===== src/rtl/cpu_pkg.sv =====
// Shared definitions for the accumulator CPU: opcode values, the fetch-unit
// state encoding and the decode of what an issued instruction does to the PC.
package cpu_pkg;

  // Opcode field values, instruction bits [7:5]
  localparam logic [2:0] OP_HLT = 3'b000;
  localparam logic [2:0] OP_SKZ = 3'b001;
  localparam logic [2:0] OP_ADD = 3'b010;
  localparam logic [2:0] OP_AND = 3'b011;
  localparam logic [2:0] OP_XOR = 3'b100;
  localparam logic [2:0] OP_LDA = 3'b101;
  localparam logic [2:0] OP_STO = 3'b110;
  localparam logic [2:0] OP_JMP = 3'b111;

  // Fetch-unit FSM states
  typedef enum logic [2:0] {
    FS_IDLE  = 3'd0,
    FS_FETCH = 3'd1,
    FS_WAIT  = 3'd2,
    FS_ISSUE = 3'd3,
    FS_HALT  = 3'd4
  } fetch_state_t;

  // PC effect of an instruction at the moment the controller accepts it
  typedef enum logic [1:0] {
    PC_HOLD = 2'd0,
    PC_LOAD = 2'd1,
    PC_SKIP = 2'd2
  } issue_pc_t;

  // JMP reloads the PC, SKZ skips one byte only when the accumulator is
  // zero; everything else (including HLT) leaves the PC alone.
  function automatic issue_pc_t issue_pc_action(input logic [2:0] op,
                                                input logic       acc_zero);
    issue_pc_t act;
    act = PC_HOLD;
    if (op == OP_JMP) begin
      act = PC_LOAD;
    end else if (op == OP_SKZ && acc_zero) begin
      act = PC_SKIP;
    end
    return act;
  endfunction

endpackage


===== src/rtl/pc_counter.sv =====
// Program counter with a load port and two independent +1 requests.
// inc is the post-fetch increment, inc2 the SKZ skip; both are modulo
// 2^ADDR_W so the counter wraps silently at the top of program memory.
module pc_counter #(
  parameter int ADDR_W = 5
) (
  input  logic              clk,
  input  logic              rst_n,
  input  logic              load,
  input  logic [ADDR_W-1:0] load_val,
  input  logic              inc,
  input  logic              inc2,
  output logic [ADDR_W-1:0] pc
);

  logic [ADDR_W-1:0] pc_reg;
  logic [ADDR_W-1:0] pc_next;

  // Next PC: a load wins over any increment; simultaneous increments add 2
  always_comb begin
    pc_next = pc_reg;
    if (load) begin
      pc_next = load_val;
    end else if (inc && inc2) begin
      pc_next = pc_reg + ADDR_W'(2);
    end else if (inc || inc2) begin
      pc_next = pc_reg + ADDR_W'(1);
    end
  end

  // PC register, cleared by the synchronous active-low reset
  always_ff @(posedge clk) begin
    if (!rst_n) begin
      pc_reg <= '0;
    end else begin
      pc_reg <= pc_next;
    end
  end

  assign pc = pc_reg;

endmodule


===== src/rtl/instr_fetch.sv =====
// Instruction fetch unit: reads one byte per instruction from program memory,
// holds it in IR and offers it to the controller with a valid/ready
// handshake. The handshake also resolves HLT, JMP and SKZ, so the controller
// never has to touch the PC for control flow.
module instr_fetch
  import cpu_pkg::*;
#(
  parameter int ADDR_W = 5,
  parameter int OP_W   = 3
) (
  input  logic              clk,
  input  logic              rst_n,
  input  logic              resume,
  output logic              mem_rd,
  output logic [ADDR_W-1:0] mem_addr,
  input  logic [7:0]        mem_rdata,
  input  logic              mem_rvalid,
  output logic [OP_W-1:0]   opcode,
  output logic [ADDR_W-1:0] operand,
  output logic              instr_valid,
  input  logic              instr_ready,
  input  logic              acc_zero,
  output logic [ADDR_W-1:0] pc,
  output logic              halted
);

  fetch_state_t      state_reg;
  logic [7:0]        ir_reg;
  logic              mem_rd_reg;
  logic              instr_valid_reg;
  logic              halted_reg;

  logic              handshake;
  logic [2:0]        op_field;
  issue_pc_t         pc_action;
  logic              pc_load;
  logic              pc_inc;
  logic              pc_inc2;
  logic [ADDR_W-1:0] pc_val;

  assign op_field  = ir_reg[7:5];
  assign handshake = (state_reg == FS_ISSUE) && instr_ready;
  assign pc_action = issue_pc_action(op_field, acc_zero);

  // PC controls are qualified by state, so stray rvalid/ready/acc_zero
  // outside WAIT or ISSUE cannot move the PC.
  assign pc_inc  = (state_reg == FS_WAIT) && mem_rvalid;
  assign pc_load = handshake && (pc_action == PC_LOAD);
  assign pc_inc2 = handshake && (pc_action == PC_SKIP);

  pc_counter #(
    .ADDR_W(ADDR_W)
  ) u_pc_counter (
    .clk      (clk),
    .rst_n    (rst_n),
    .load     (pc_load),
    .load_val (operand),
    .inc      (pc_inc),
    .inc2     (pc_inc2),
    .pc       (pc_val)
  );

  // Fetch FSM; every output is registered alongside the state transition
  always_ff @(posedge clk) begin
    if (!rst_n) begin
      state_reg       <= FS_IDLE;
      ir_reg          <= '0;
      mem_rd_reg      <= 1'b0;
      instr_valid_reg <= 1'b0;
      halted_reg      <= 1'b1;
    end else begin
      case (state_reg)
        FS_IDLE, FS_HALT: begin
          if (resume) begin
            state_reg  <= FS_FETCH;
            mem_rd_reg <= 1'b1;
            halted_reg <= 1'b0;
          end
        end
        FS_FETCH: begin
          // Single-cycle read strobe; the reply is collected in WAIT
          state_reg  <= FS_WAIT;
          mem_rd_reg <= 1'b0;
        end
        FS_WAIT: begin
          // No timeout: memory latency is unbounded
          if (mem_rvalid) begin
            ir_reg          <= mem_rdata;
            state_reg       <= FS_ISSUE;
            instr_valid_reg <= 1'b1;
          end
        end
        FS_ISSUE: begin
          if (instr_ready) begin
            instr_valid_reg <= 1'b0;
            if (op_field == OP_HLT) begin
              state_reg  <= FS_HALT;
              halted_reg <= 1'b1;
            end else begin
              state_reg  <= FS_FETCH;
              mem_rd_reg <= 1'b1;
            end
          end
        end
        default: begin
          state_reg       <= FS_IDLE;
          mem_rd_reg      <= 1'b0;
          instr_valid_reg <= 1'b0;
          halted_reg      <= 1'b1;
        end
      endcase
    end
  end

  assign mem_rd      = mem_rd_reg;
  assign mem_addr    = pc_val;
  assign pc          = pc_val;
  assign opcode      = ir_reg[7 -: OP_W];
  assign operand     = ADDR_W'(ir_reg[7-OP_W:0]);
  assign instr_valid = instr_valid_reg;
  assign halted      = halted_reg;

endmodule


===== config.mk =====
export PLATFORM = sky130hd
export DESIGN_NAME = instr_fetch
export DESIGN_NICKNAME = d
export VERILOG_FILES = /design/src/rtl/cpu_pkg.sv /design/src/rtl/pc_counter.sv /design/src/rtl/instr_fetch.sv
export SDC_FILE = /design/constraint.sdc
export NUM_CORES = 1
export LEC_CHECK = 0
export BUFFER_PORTS_ARGS = -buffer_cell sky130_fd_sc_hd__buf_2
export CAP_MARGIN = 20
export CELL_PAD_IN_SITES_DETAIL_PLACEMENT = 1
export CELL_PAD_IN_SITES_GLOBAL_PLACEMENT = 1
export CORE_MARGIN = 2
export CORE_UTILIZATION = 31
export DETAILED_ROUTE_END_ITERATION = 10
export GPL_TIMING_DRIVEN = 0
export PLACE_DENSITY_LB_ADDON = 0.1
export SYNTH_ARGS = -nofsm -noshare
export SYNTH_HDL_FRONTEND = slang
export SYNTH_SLANG_ARGS = --single-unit

===== constraint.sdc =====
create_clock -name clk -period 1.6 [get_ports clk]
set_input_delay 0.16 -clock clk [delete_from_list [all_inputs] [get_ports clk]]
set_output_delay 0.16 -clock clk [all_outputs]
set_load 0.05 [all_outputs]

==> impl_metrics.ini, run 1 <==
[critical_path]
path_max_fanout = 10
cp-end-kind = flop
crit_type = reg -> reg
reg2reg_from = state_reg[1]
crit_arrival_ps = 1790
r2r-end = u_pc_counter.pc[0]
critPathLaunch = state_reg[1]
reg2regPathDepth = 6
startpoint_type = flop
rrSetupSlack_ps = 60
required_ps = 1850

[yosys]
synthMuxAreaShare_pct = 1.01
synth.avg_cell_area_um2 = 8.46
synth_nets = 133
synth_area_um2 = 990
synthTopCellsByArea = dfxtp_1 (38%), a21oi_1 (8.1%), nand2_1 (7.2%), buf_4 (5.3%), nand3_1 (4.0%)
ys.flop_type = dfxtp_1
synth-compound-area-share_pct = 22.4
yosys.area.top_type = dfxtp_1
ys_seq_elements = 19
yosys.area_share.simple_pct = 26.5
synth-seq-area-share_pct = 38.4
synth_adder_area_share_pct = 2.53
ys_types = 37
synth-xor-area-share_pct = 0
synth_edf_count = 0
synth_warnings = 0
synth_commonest_cells = dfxtp_1 (19), nand2_1 (19), a21oi_1 (16), nand3_1 (8), buf_4 (7)
synthCells = 117
yosysTopAreaCellShare_pct = 38.4
synth_top_family_by_area = simple AND/OR/NAND/NOR gates
synthArstFlopShare_pct = 0

[clock_tree]
clock_path_buffers = 2
clk_latency_ps = 300
clk_root_buffer_cell = clkbuf_4
numCtsBuffers = 3
htree_levels = 1
cts_tree = built
cts_hold_repair.buffers = 0
cts_sinks = 19
path_clk_slew_ps = 110

[floorplanning]
core_mm2 = 0.00305
rows = 20
die_w_um = 60.5
start_util_pct = 32.4
die_y_um = 60.5
dieArea_mm2 = 0.00366
pin_count = 35

[layout]
seqCellArea_um2 = 384
layout-drive-gt1-share_pct = 38.9
largest_reg_flops = 8
multi_input_area_um2 = 537
final_nets = 174
nFillCells = 406
fin_area_mm2 = 0.00129
syn2layout_area_growth_pct = 30.1
num_antenna_cells = 0

[place]
io_buffers = 34
place_area_mm2 = 0.00122
dp_hpwl_mm = 2.06
gp_congestion = 0.791

[sta]
skew_ps = 3.53
slew_headroom_pct = 69.0
max_freq_ghz = 0.649
rsz0062_at_grt = yes
fin_crit_sh_pct = 96.3
finalHoldViolations = 0
worst_pin_slew_ps = 465
holdWs_ps = 78.7
slew_viol_final = 0
min_period_ps = 1540
setup_viol = 0

[routing]
drt_pass1_iterations = 4
drtIter0Drc = 12
vias = 1011
ant_nets = 0
routed_wl_mm = 2.74
post-route-drc-count = 0
viasPerCell = 5.03
wl_per_cell_um = 13.6

[hold_path]
hp-class = in -> reg
worstHoldStart = mem_rdata[1]
min_to = ir_reg[1]
hold_depth = 3

[grt]
grt_pass1_wl_mm = 4.49
grt_overflow = 0
gr-usage-all-layers_pct = 16.7
grt_pass1_vias = 930
antenna_found_initial = 0
grt_max_degree = 12

[power_and_ir_drop]
p_total_mw = 1.12
power_density_mw_per_mm2 = 872
peakVddDrop_mv = 0.461
p_leak_nw = 0.569

[outcome]
outcome = complete, no violations

[flow_run]
maxCapViolCount = 0
[where the power goes]
part	switching, mW	total [mW]	internal (mW)
Combinational	0.219	0.341	0.122
Sequential	0.0292	0.537	0.507
Clock	0.151	0.245	0.0933
Total	0.400	1.12	0.723
[worst max-delay path, stage by stage, from the launching register on]
cell and delay (ps):
dfxtp_2 330, buf_6 120, and3b_1 180, buf_6 140
and2_4 160, or4_1 490, nand3_2 70
[per-layer routing]
metal  vias up  global-route usage, %  part of all wire [%]
li1        503                      -                     -
met3         5                   4.48                   4.4
met5         -                      0                     0
met2        26                   27.3                    46
met4         0                   4.66                   1.4
met1       477                   21.9                    48
[kinds of logic after synthesis]
group / count (synthesis)
flops: 19
buf+inv: 13
fa+ha+maj: 2
mux: 1
compound gates: 31
simple gates: 51
[through the flow]
step | std cells | util, % | setup TNS [ps] | setup WS, ps
final | 201 | 42.2 | 0 | 59.4
after global routing | 201 | 42.2 | -12.0 | -6.22
after CTS | 201 | 41.3 | 0 | 23.5
after detailed placement | 195 | 39.8 | -12.6 | -12.6
after global placement | 195 | 39.8 | 0 | 30.8
after floorplan | 117 | - | 0 | 47.5
[worst max-delay path by stage]
stage | end | slack (ps) | cells after the start
final | u_pc_counter.pc[0] | 60 | 6
after detailed placement | u_pc_counter.pc[0] | -10 | 6
after CTS | u_pc_counter.pc[0] | 20 | 6
after floorplan | u_pc_counter.pc[3] | 50 | 4
after global placement | u_pc_counter.pc[0] | 30 | 6
after global routing | u_pc_counter.pc[0] | -6 | 6
[layout make-up]
class                      count  share of cell area, %
timing repair buffer          36                   14.4
inverter                       2                  0.583
clock buffer                   3                   1.75
tap                           44                   4.28
buffer                        11                   7.09
sequential                    19                   29.8
clock inverter                 1                  0.389
multi-input combinational     85                   41.7
[placed cells by master (no fill, tap or decap), types with 3 or more instances in the layout]
| master | instances |
|---|---|
| a21oi_1 | 16 |
| buf_2 | 34 |
| buf_4 | 7 |
| buf_6 | 4 |
| clkbuf_4 | 3 |
| dfxtp_1 | 16 |
| dfxtp_2 | 3 |
| nand2_1 | 19 |
| nand3_1 | 7 |
| nor2_1 | 6 |
[what timing repair did]
| action | in CTS | in global routing |
|---|---|---|
| resized for setup | 3 | 8 |
| pin swaps | 2 | 2 |
| endpoints found under the hold margin | 0 | 0 |
| endpoints found under the setup margin | 2 | 13 |
| setup buffers | 2 | 0 |
Note: power is estimated with default switching activity, not from simulation.
==> run 2, diff against run 1 <==
--- a/config.mk
+++ b/config.mk
@@ -10,7 +10,8 @@
 export CELL_PAD_IN_SITES_DETAIL_PLACEMENT = 1
 export CELL_PAD_IN_SITES_GLOBAL_PLACEMENT = 1
 export CORE_MARGIN = 2
-export CORE_UTILIZATION = 31
+export CORE_UTILIZATION = 33
+export CTS_BUF_LIST = sky130_fd_sc_hd__clkbuf_2
 export DETAILED_ROUTE_END_ITERATION = 10
 export GPL_TIMING_DRIVEN = 0
 export PLACE_DENSITY_LB_ADDON = 0.1
==> run 2 against run 1 <==
Compared with the run above: the run now ends with DRC left; global-route usage is 1.1 points higher; final cell count is 2.5% lower; non-clock buffer count is 8 higher; via count is 4.8% higher; worst hold slack worse by 35 ps; total power hardly changed; critical path depth stayed put; first-iteration DRC count is 75% higher; register-to-register slack hardly changed; setup slack better by 8.4 ps; critical path type unchanged; critical endpoint unchanged; largest power group unchanged.
==> impl_metrics.ini, run 2 (same netlist as run 1, synthesis figures left out) <==
[place]
gp_congestion = 0.771
io_buffers = 34
dp_hpwl_mm = 2.07
place_inst = 182

[layout]
multi_input_area_um2 = 528
final_nets = 182
num_antenna_cells = 0
layout-drive-gt1-share_pct = 41.2
final_common_cell = buf_2
nFillCells = 353
layout_common_cells = buf_2 (34), nand2_1 (19), a21oi_1 (16), dfxtp_1 (16), buf_4 (14)
largest_reg_flops = 8
instances_no_fill = 196
final_util_pct = 47.3
syn2layout_area_growth_pct = 34.0
seqCellArea_um2 = 384

[routing]
viasPerCell = 5.41
drtIter0Drc = 21
vias = 1060
routed_wl_mm = 2.90
ant_nets = 0
drt_pass1_iterations = 7
post-route-drc-count = 3
wl_per_cell_um = 14.8

[flow_run]
maxCapViolCount = 0

[outcome]
outcome = finished, violations left
violations = DRC

[grt]
grt_pass1_wl_mm = 4.69
grt_pass1_vias = 1014
grt_overflow = 0
gr-usage-all-layers_pct = 17.9
grt_max_degree = 12
antenna_found_initial = 0

[clock_tree]
cts_tree = built
numCtsBuffers = 3
clk_root_buffer_cell = clkbuf_2
htree_levels = 1
cts_sinks = 19
clk_latency_ps = 320
clock_path_buffers = 2
path_clk_slew_ps = 190

[floorplanning]
die_w_um = 58.8
pin_count = 35
rows = 19
die_y_um = 58.8
start_util_pct = 35.3
core_mm2 = 0.00281
dieArea_mm2 = 0.00345

[power_and_ir_drop]
power_density_mw_per_mm2 = 846
p_leak_nw = 0.605
peakVddDrop_mv = 0.369

[sta]
slew_viol_final = 0
slew_headroom_pct = 69.0
finalHoldViolations = 0
worst_pin_slew_ps = 461
min_period_ps = 1530
max_freq_ghz = 0.653
rsz0062_at_grt = yes
setup_viol = 0
skew_ps = 4.47
fin_crit_sh_pct = 95.8

[critical_path]
startpoint_type = flop
crit_arrival_ps = 1810
path_max_fanout = 7
cp-end-kind = flop
required_ps = 1880
crit_type = reg -> reg

[hold_path]
hp-class = in -> reg
run 2: changes by cell type in the layout (fill, tap and decap cells not counted), sizes merged:
cell / before / now
buf: 45 / 53
run 2: worst paths after layout:
kind           startpoint                  to  slack (ps)  cells after the start
max reg2reg  state_reg[1]  u_pc_counter.pc[0]          70                      6
max          state_reg[1]  u_pc_counter.pc[0]          70                      6
min          mem_rdata[5]           ir_reg[5]          40                      3
min reg2reg   instr_valid         instr_valid         500                      2
run 2: cell type report:
class                           count  area share (%)
Buffer                             11            6.79
Timing Repair Buffer               44            19.4
Tap cell                           31            2.92
Clock inverter                      1           0.377
Sequential cell                    19            29.0
Multi-Input combinational cell     85            39.8
Inverter                            2           0.566
Clock buffer                        3            1.13
run 2: where the power goes:
part	internal (mW)	leakage, nW	switching, mW	total, mW
sequential	0.508	0.156	0.0301	0.538
clock	0.0566	0.0164	0.155	0.212
combinational	0.146	0.433	0.227	0.373
run 2: repair_timing:
item	4_1_cts	5_1_grt
gates resized for setup	2	6
pin swaps	1	5
hold buffers	0	0
endpoints found under the setup margin	2	11
buffers inserted	3	7
run 2: per-layer routing:
metal	vias to the layer above	share of wire [%]	track usage (%)	wire [um]
met1	519	46	22.5	1340
met4	0	0.72	5.84	21
met2	22	48	29.5	1400
met5	-	0	0	0
met3	2	4.6	4.84	133
li1	517	-	-	-
run 2: worst max-delay path, stage by stage, from the launching register on:
cell,delay (ps)
dfxtp_2,360
buf_6,120
and3b_1,180
buf_6,130
and2_4,160
or4_1,470
nand3_1,70
run 2: through the flow:
| stage | area (um^2) | setup TNS [ps] | worst slack (ps) | hold WS (ps) | total power [mW] |
|---|---|---|---|---|---|
| after CTS | 1240 | 0 | 4.24 | 20.2 | 1.10 |
| after detailed placement | 1200 | -8.31 | -7.41 | 407 | 0.875 |
| after global placement | 1200 | 0 | 35.6 | 393 | 0.864 |
| final | 1330 | 0 | 67.8 | 43.8 | 1.12 |
| after floorplan | 991 | 0 | 47.5 | 236 | 0.784 |
| after global routing | 1330 | -14.7 | -14.7 | 28.1 | 1.19 |
